--- src/rtl/csr_exec_unit_pkg.sv ---
// Shared CSR address constants, funct3 encodings and the latched request type
// for csr_exec_unit.
package csr_exec_unit_pkg;

  localparam logic [11:0] CSR_CYCLE_ADDR    = 12'hC00;
  localparam logic [11:0] CSR_CYCLEH_ADDR   = 12'hC80;
  localparam logic [11:0] CSR_INSTRET_ADDR  = 12'hC02;
  localparam logic [11:0] CSR_INSTRETH_ADDR = 12'hC82;

  localparam logic [2:0] CSR_F3_RW  = 3'b001;
  localparam logic [2:0] CSR_F3_RS  = 3'b010;
  localparam logic [2:0] CSR_F3_RC  = 3'b011;
  localparam logic [2:0] CSR_F3_RWI = 3'b101;
  localparam logic [2:0] CSR_F3_RSI = 3'b110;
  localparam logic [2:0] CSR_F3_RCI = 3'b111;

  typedef struct packed {
    logic [2:0]  funct3;
    logic [11:0] addr;
    logic [31:0] rs1_val;
    logic [4:0]  uimm;
    logic        rs1_zero;
    logic [4:0]  rd;
  } csr_req_t;

  // Only 000 and 100 are undefined; both have a zero low pair.
  function automatic logic f3_legal(input logic [2:0] f3);
    return f3[1:0] != 2'b00;
  endfunction

endpackage

--- src/rtl/csr_counter64.sv ---
// Free 64-bit up-counter used for the cycle/instret CSRs.
module csr_counter64 (
  input  logic        clock,
  input  logic        reset,
  input  logic        inc,
  output logic [63:0] value
);

  always_ff @(posedge clock) begin
    if (reset)    value <= '0;
    else if (inc) value <= value + 64'd1;
  end

endmodule

--- src/rtl/csr_exec_unit.sv ---
// Zicsr read-modify-write unit: one op in flight, IDLE->READ->WRITE->RESP.
// Define CSR_COUNTERS_EN for internal cycle/instret counters and the instret_inc port.
module csr_exec_unit
  import csr_exec_unit_pkg::*;
#(
  parameter bit RO_CHECK = 1'b1
) (
  input  logic        clock,
  input  logic        reset,
  input  logic        req_valid,
  output logic        req_ready,
  input  logic [2:0]  req_funct3,
  input  logic [11:0] req_csr_addr,
  input  logic [31:0] req_rs1_val,
  input  logic [4:0]  req_uimm,
  input  logic        req_rs1_zero,
  input  logic [4:0]  req_rd,
  output logic        resp_valid,
  input  logic        resp_ready,
  output logic [4:0]  resp_rd,
  output logic [31:0] resp_rd_val,
  output logic        resp_illegal,
  output logic [11:0] csr_r_addr,
  input  logic [31:0] csr_r_val,
  output logic [11:0] csr_w_addr,
  output logic [31:0] csr_w_val,
  output logic        csr_w_enable
`ifdef CSR_COUNTERS_EN
  ,
  input  logic        instret_inc
`endif
);

  typedef enum logic [1:0] {S_IDLE, S_READ, S_WRITE, S_RESP} state_t;

  state_t      state;
  csr_req_t    req_q;
  logic [31:0] old_q;
  logic        w_en_q;
  logic        ill_q;

  logic [31:0] old_val, src, new_val;
  logic        is_imm, f3_ok, would_write, ro_block, do_write, illegal;

`ifdef CSR_COUNTERS_EN
  logic [63:0] cycle_cnt, instret_cnt;

  csr_counter64 u_cycle (
    .clock (clock),
    .reset (reset),
    .inc   (1'b1),
    .value (cycle_cnt)
  );

  csr_counter64 u_instret (
    .clock (clock),
    .reset (reset),
    .inc   (instret_inc),
    .value (instret_cnt)
  );

  always_comb begin
    old_val = csr_r_val;
    case (req_q.addr)
      CSR_CYCLE_ADDR:    old_val = cycle_cnt[31:0];
      CSR_CYCLEH_ADDR:   old_val = cycle_cnt[63:32];
      CSR_INSTRET_ADDR:  old_val = instret_cnt[31:0];
      CSR_INSTRETH_ADDR: old_val = instret_cnt[63:32];
      default: ;
    endcase
  end
`else
  assign old_val = csr_r_val;
`endif

  assign is_imm = req_q.funct3[2];
  assign src    = is_imm ? {27'b0, req_q.uimm} : req_q.rs1_val;
  assign f3_ok  = f3_legal(req_q.funct3);

  always_comb begin
    new_val     = src;
    would_write = 1'b1;
    case (req_q.funct3[1:0])
      2'b10: begin
        new_val     = old_val | src;
        would_write = is_imm ? (req_q.uimm != 5'd0) : !req_q.rs1_zero;
      end
      2'b11: begin
        new_val     = old_val & ~src;
        would_write = is_imm ? (req_q.uimm != 5'd0) : !req_q.rs1_zero;
      end
      default: ;
    endcase
  end

  assign ro_block = RO_CHECK && (req_q.addr[11:10] == 2'b11) && would_write;
  assign do_write = f3_ok && would_write && !ro_block;
  assign illegal  = !f3_ok || ro_block;

  assign csr_r_addr = req_q.addr;
  // Gate the strobe with reset so an abort during WRITE never reaches the regfile.
  assign csr_w_enable = w_en_q && !reset;

  always_ff @(posedge clock) begin
    if (reset) begin
      state        <= S_IDLE;
      req_q        <= '0;
      old_q        <= '0;
      w_en_q       <= 1'b0;
      ill_q        <= 1'b0;
      req_ready    <= 1'b1;
      resp_valid   <= 1'b0;
      resp_rd      <= '0;
      resp_rd_val  <= '0;
      resp_illegal <= 1'b0;
      csr_w_addr   <= '0;
      csr_w_val    <= '0;
    end else begin
      case (state)
        S_IDLE: begin
          if (req_valid && req_ready) begin
            req_q     <= '{funct3: req_funct3, addr: req_csr_addr, rs1_val: req_rs1_val,
                           uimm: req_uimm, rs1_zero: req_rs1_zero, rd: req_rd};
            req_ready <= 1'b0;
            state     <= S_READ;
          end
        end
        S_READ: begin
          old_q      <= old_val;
          ill_q      <= illegal;
          w_en_q     <= do_write;
          csr_w_addr <= req_q.addr;
          csr_w_val  <= new_val;
          state      <= S_WRITE;
        end
        S_WRITE: begin
          w_en_q       <= 1'b0;
          resp_valid   <= 1'b1;
          resp_rd      <= req_q.rd;
          resp_rd_val  <= old_q;
          resp_illegal <= ill_q;
          state        <= S_RESP;
        end
        S_RESP: begin
          if (resp_ready) begin
            resp_valid <= 1'b0;
            req_ready  <= 1'b1;
            state      <= S_IDLE;
          end
        end
        default: state <= S_IDLE;
      endcase
    end
  end

endmodule

--- config.mk ---
export PLATFORM = sky130hd
export DESIGN_NAME = csr_exec_unit
export DESIGN_NICKNAME = d
export VERILOG_FILES = /design/src/rtl/csr_exec_unit_pkg.sv /design/src/rtl/csr_counter64.sv /design/src/rtl/csr_exec_unit.sv
export SDC_FILE = /design/constraint.sdc
export NUM_CORES = 1
export LEC_CHECK = 0
export ABC_CLOCK_PERIOD_IN_PS = 1650
export CAP_MARGIN = 20
export CELL_PAD_IN_SITES_DETAIL_PLACEMENT = 0
export CELL_PAD_IN_SITES_GLOBAL_PLACEMENT = 1
export CORE_MARGIN = 1.5
export CORE_UTILIZATION = 35
export DETAILED_ROUTE_END_ITERATION = 16
export PLACE_DENSITY = 0.86
export SLEW_MARGIN = 20
export SYNTH_ARGS = -nofsm -noshare
export SYNTH_HDL_FRONTEND = slang
export SYNTH_SLANG_ARGS = --single-unit
--- constraint.sdc ---
create_clock -name clock -period 1.65 [get_ports clock]
set_clock_uncertainty 0.1 [all_clocks]
set_input_delay 0.165 -clock clock [delete_from_list [all_inputs] [get_ports clock]]
set_output_delay 0.165 -clock clock [all_outputs]
set_load 0.1 [all_outputs]
Yosys cells after proc, flatten, opt, wreduce, memory -nomap -nowiden

Index checks and enable logic that the tools add are counted.

Bits in registers: 178
Input port bits: 94
Output and inout bits: 97
Word-level logic and storage cells: 62

Equality and inequality tests: 8
Mux-type cells: 13
Bitwise operators: 3
Reduce and logical (&&, ||, !) cells: 21

Operators by type and width:

| operator                                            | number |
|---|---|
| one-hot mux 32 bit (2 select lines)                 | 1 |
| bitwise AND 32 bit                                  | 1 |
| 2-to-1 mux 32 bit                                   | 1 |
| inverter 32 bit                                     | 1 |
| bitwise OR 32 bit                                   | 1 |
| equality test 2 bit, second input constant          | 5 |
| one-hot mux 2 bit (4 select lines)                  | 1 |
| nonzero test 2 bit                                  | 4 |
| one-hot mux 1 bit (2 select lines)                  | 3 |
| AND reduction 2 bit                                 | 3 |
| logical AND 1 bit                                   | 5 |
| 2-to-1 mux 1 bit                                    | 5 |
| nonzero test 5 bit                                  | 1 |
| logical NOT 1 bit                                   | 4 |
| 2-to-1 mux 2 bit                                    | 2 |
| inequality test 2 bit, second input constant        | 2 |
| AND reduction 3 bit                                 | 1 |
| equality test 2 x 1 -> 1 bit, second input constant | 1 |
| logical NOT 2 bit                                   | 1 |
| OR reduction 2 bit                                  | 1 |
| logical OR 1 bit                                    | 1 |

Longest topological paths before layout

Depth after elaboration: 7
Gate-level depth with buffers: 8
Depth with buffers taken out: 5

Worst setup path before layout

Ideal clock, no wire load.

Path kind: input port to flip-flop
From: in reset
To: reg w_en_q
Library setup time: 0.070 ns
Data arrival time: 1.863 ns
Slack: -0.383 ns
Stages: 3
Path through: buf_2 > nor2b_1 > o2bb2ai_1

RTL lines:

| what                 | line                 | RTL |
|---|---|---|
| start, declared      | csr_exec_unit.sv:9   | `input logic reset,` |
| end signal, assigned | csr_exec_unit.sv:131 | `w_en_q <= do_write;` |
| end, declared        | csr_exec_unit.sv:39  | `logic w_en_q;` |

Worst setup path in the final report

From: reg state[1]
To: reg req_q[9] in the netlist's numbering

Word-level cells in the longest chain between the ends: 2

Ends and longest elaborated chain:

| what                          | line                 | RTL |
|---|---|---|
| start, declared               | csr_exec_unit.sv:36  | `state_t state;` |
| start signal, assigned        | csr_exec_unit.sv:106 | `state <= S_IDLE;` |
| start signal, assigned        | csr_exec_unit.sv:125 | `state <= S_READ;` |
| start signal, assigned        | csr_exec_unit.sv:134 | `state <= S_WRITE;` |
| logical NOT 2 bit             | csr_exec_unit.sv:119 | `case (state)` |
| AND reduction 2 bit (no line) | --                   |  |
| end signal, assigned          | csr_exec_unit.sv:122 | `req_q <= '{funct3: req_funct3, addr: req_csr_addr, rs1_val: req_rs1_val,` |
| end, declared                 | csr_exec_unit.sv:37  | `csr_req_t req_q;` |

No other way between the ends.
A chain may end at the register's enable or synchronous reset.

==> reports/metrics.yaml <==
sta:
  hold_slack_ns: 0.0176
  relSlewSlack_pct: 73.0
  timing.final.ws_setup_ns: 0.0982
  tightest_slew_ns: 0.405
  drv_slew: 0
  setup_viol: 0
  max_freq_mhz: 644
  rsz0062_at_grt: "true"
  fin_crit_ns: 1.55
  hold_violations: 0
  finalCritPeriodShare_pct: 94.0
detailed_routing:
  drc: 0
  wirelength_um: 18800
  drtPass1Iterations: 4
  drt-initial-drc-count: 242
  wire_per_inst_um: 15.4
  postRouteAntennaNets: 0
  avgViaCountPerCell: 4.81
  vias: 5848
synthesis:
  synth_nets: 883
  synth_ff_type: "dfxtp_1"
  synth_top_area_share_pct: 50.2
  ys_warn_count: 0
  netlist_top_cells_area: "dfxtp_1, mux2i_1, nand2_1, nor2_1, a21oi_1"
  yosys.cell_count.top_type: "dfxtp_1"
  yosys.area.top_type: "dfxtp_1"
  ys_ff_latch: 178
  syn_area_per_cell_um2: 9.04
  synthDistinctLibCells: 32
  netlist_area_um2: 7100
  ys_async_sr_fraction_pct: 0
  synth-edff-count: 0
  synth_seq_area_share_pct: 50.2
  synthesis.instances: 785
  synth_top_cells_by_count: "dfxtp_1, nand2_1, nor2_1, mux2i_1, a21oi_1"
place:
  io_buffers: 190
  place_area_um2: 10200
  gp_congestion: 0.742
  place_inst: 1183
  hpwl_um: 12800
  post-place-ws_ns: 0.0408
grt:
  grt_use_total_pct: 17.5
  antenna_found_initial: 0
  grt_pass1_wl_um: 29600
  overflow: 0
  grt_pass1_vias: 5436
  grt_max_degree: 62
die:
  core_region_area_um2: 19700
  die_w_um: 145
  row_count: 51
  die_area_um2: 21100
  io_pins: 191
  die_y_um: 145
  start_util_pct: 36.1
power:
  peakVddDrop_mv: 0.671
  p_leak_nw: 3.86
  power_density_nw_per_um2: 1720
cells_and_area:
  final_cells: 1216
  area_growth_pct: 51.8
  insertedDiodeCount: 0
  fin_area_um2: 10800
  fin_util_pct: 54.8
  nets: 1036
  drive_above_1_share_pct: 16.7
clock_network:
  clock_latency_ns: 0.42
  cts_buffers: 17
  cts_tree: "done"
  cts_sinks: 178
  clk_path_buf_depth: 2
  clk_pin_slew_ns: 0.06
  postCtsSetupRepairBufs: 0
  cts_root_buf: "clkbuf_16"
  htreeDepth: 4
critical_path:
  crit_arrival_ns: 1.80
  setup.worst_path.start_class: "flop"
  cp-end-kind: "flop"
  required_ns: 1.90
  worstSetupPathType: "reg -> reg"
  cp_max_fo: 18
run:
  maxCapViolCount: 0
outcome:
  outcome: "finished clean"
min_path:
  hp-class: "in -> reg"
==> cell type report <==
cell class / instances / area, um^2
Inverter: 32 / 120
Clock inverter: 8 / 77.6
Timing Repair Buffer: 209 / 3150
Fill cell: 1766 / 8880
Clock buffer: 24 / 492
Sequential cell: 178 / 3570
Multi-Input combinational cell: 500 / 3040
Tap cell: 265 / 332
==> layout by cell type (no fill, tap or decap), drive strengths merged <==
cell           instances
o21bai                 1
nand2                120
ha                     4
nor2                 111
o32ai                  1
dfxtp                178
clkinv                 5
nor4b                  1
a21o                   1
a21oi                 68
mux2i                 87
and3b                  1
a2bb2oi                6
a211oi                 1
nand3b                28
buf                  116
a211o                  1
nor3b                  1
bufinv                 1
inv                   32
nor2b                  2
o211ai                27
and3                   1
nand3                  2
clkinvlp               2
nand2b                 1
o2bb2ai                1
clkdlybuf4s50         92
a21bo                  2
a311oi                27
nand4                  5
clkbuf                25
==> final timing paths <==
path | start | end | slack [ns] | cells after the start
worst min-delay path | reset | resp_rd_val[20] | 0.02 | 2
worst min register to register | req_q[0] | req_q[0] | 0.36 | 2
worst max-delay path | state[1] | req_q[9] | 0.1 | 6
worst max register to register | state[1] | req_q[9] | 0.1 | 6
==> cells by family (layout without fill, tap and decap cells) <==
kind of cell / after synthesis / count (layout) / synth area share, %
flip-flops: 178 / 178 / 50.2
adder cells (fa/ha/maj): 4 / 4 / 0.705
multiplexers: 87 / 87 / 12.3
buffers and inverters: 107 / 273 / 7.44
AND/OR/NAND/NOR: 273 / 273 / 16.6
AO/OA/AOI/OAI: 136 / 136 / 12.8
==> what timing repair did <==
action,CTS,global route
endpoints found under the hold margin,0,0
endpoints found under the setup margin,0,50
hold buffers,0,0
resized for setup,0,2
==> critical path, cell delays in order (launching register included) <==
cell and delay [ns]:
dfxtp_1 0.33, inv_1 0.13, ha_2 0.26, and3_4 0.26, clkbuf_16 0.20, nand2_1 0.07, a21oi_1 0.12
==> stage by stage <==
step / setup TNS [ns] / power [mW]
finish: 0 / 18.5
global route: -0.0118 / 19.3
CTS: 0 / 18.6
detailed placement: 0 / 14.7
global placement: 0 / 14.6
floorplan: 0 / 11.6
==> metal layers <==
metal / vias to the layer above / routed length [um] / global-route usage [%]
li1: 2958 / - / -
met2: 161 / 9080 / 28.6
met4: 0 / 291 / 6.43
met3: 17 / 900 / 3.79
met5: - / 0 / 0
met1: 2712 / 8510 / 22.7
==> power by group <==
part / switching, mW / total [mW] / leakage [nW] / internal (mW)
Sequential: 0.755 / 5.92 / 1.45 / 5.16
Combinational: 5.34 / 8.68 / 2.13 / 3.34
Clock: 1.66 / 3.90 / 0.276 / 2.24
==> registers in the layout (all words and copies together) (netlist names) <==
register,cells
csr_r_addr,12
state,2
req_q,45
w_en_q,1
is_imm,1
resp_rd,5
req_ready,1
resp_valid,1
resp_illegal,1
ill_q,1
old_q,32
resp_rd_val,32
csr_w_addr,12
csr_w_val,32
(Power assumes the default switching activity.)
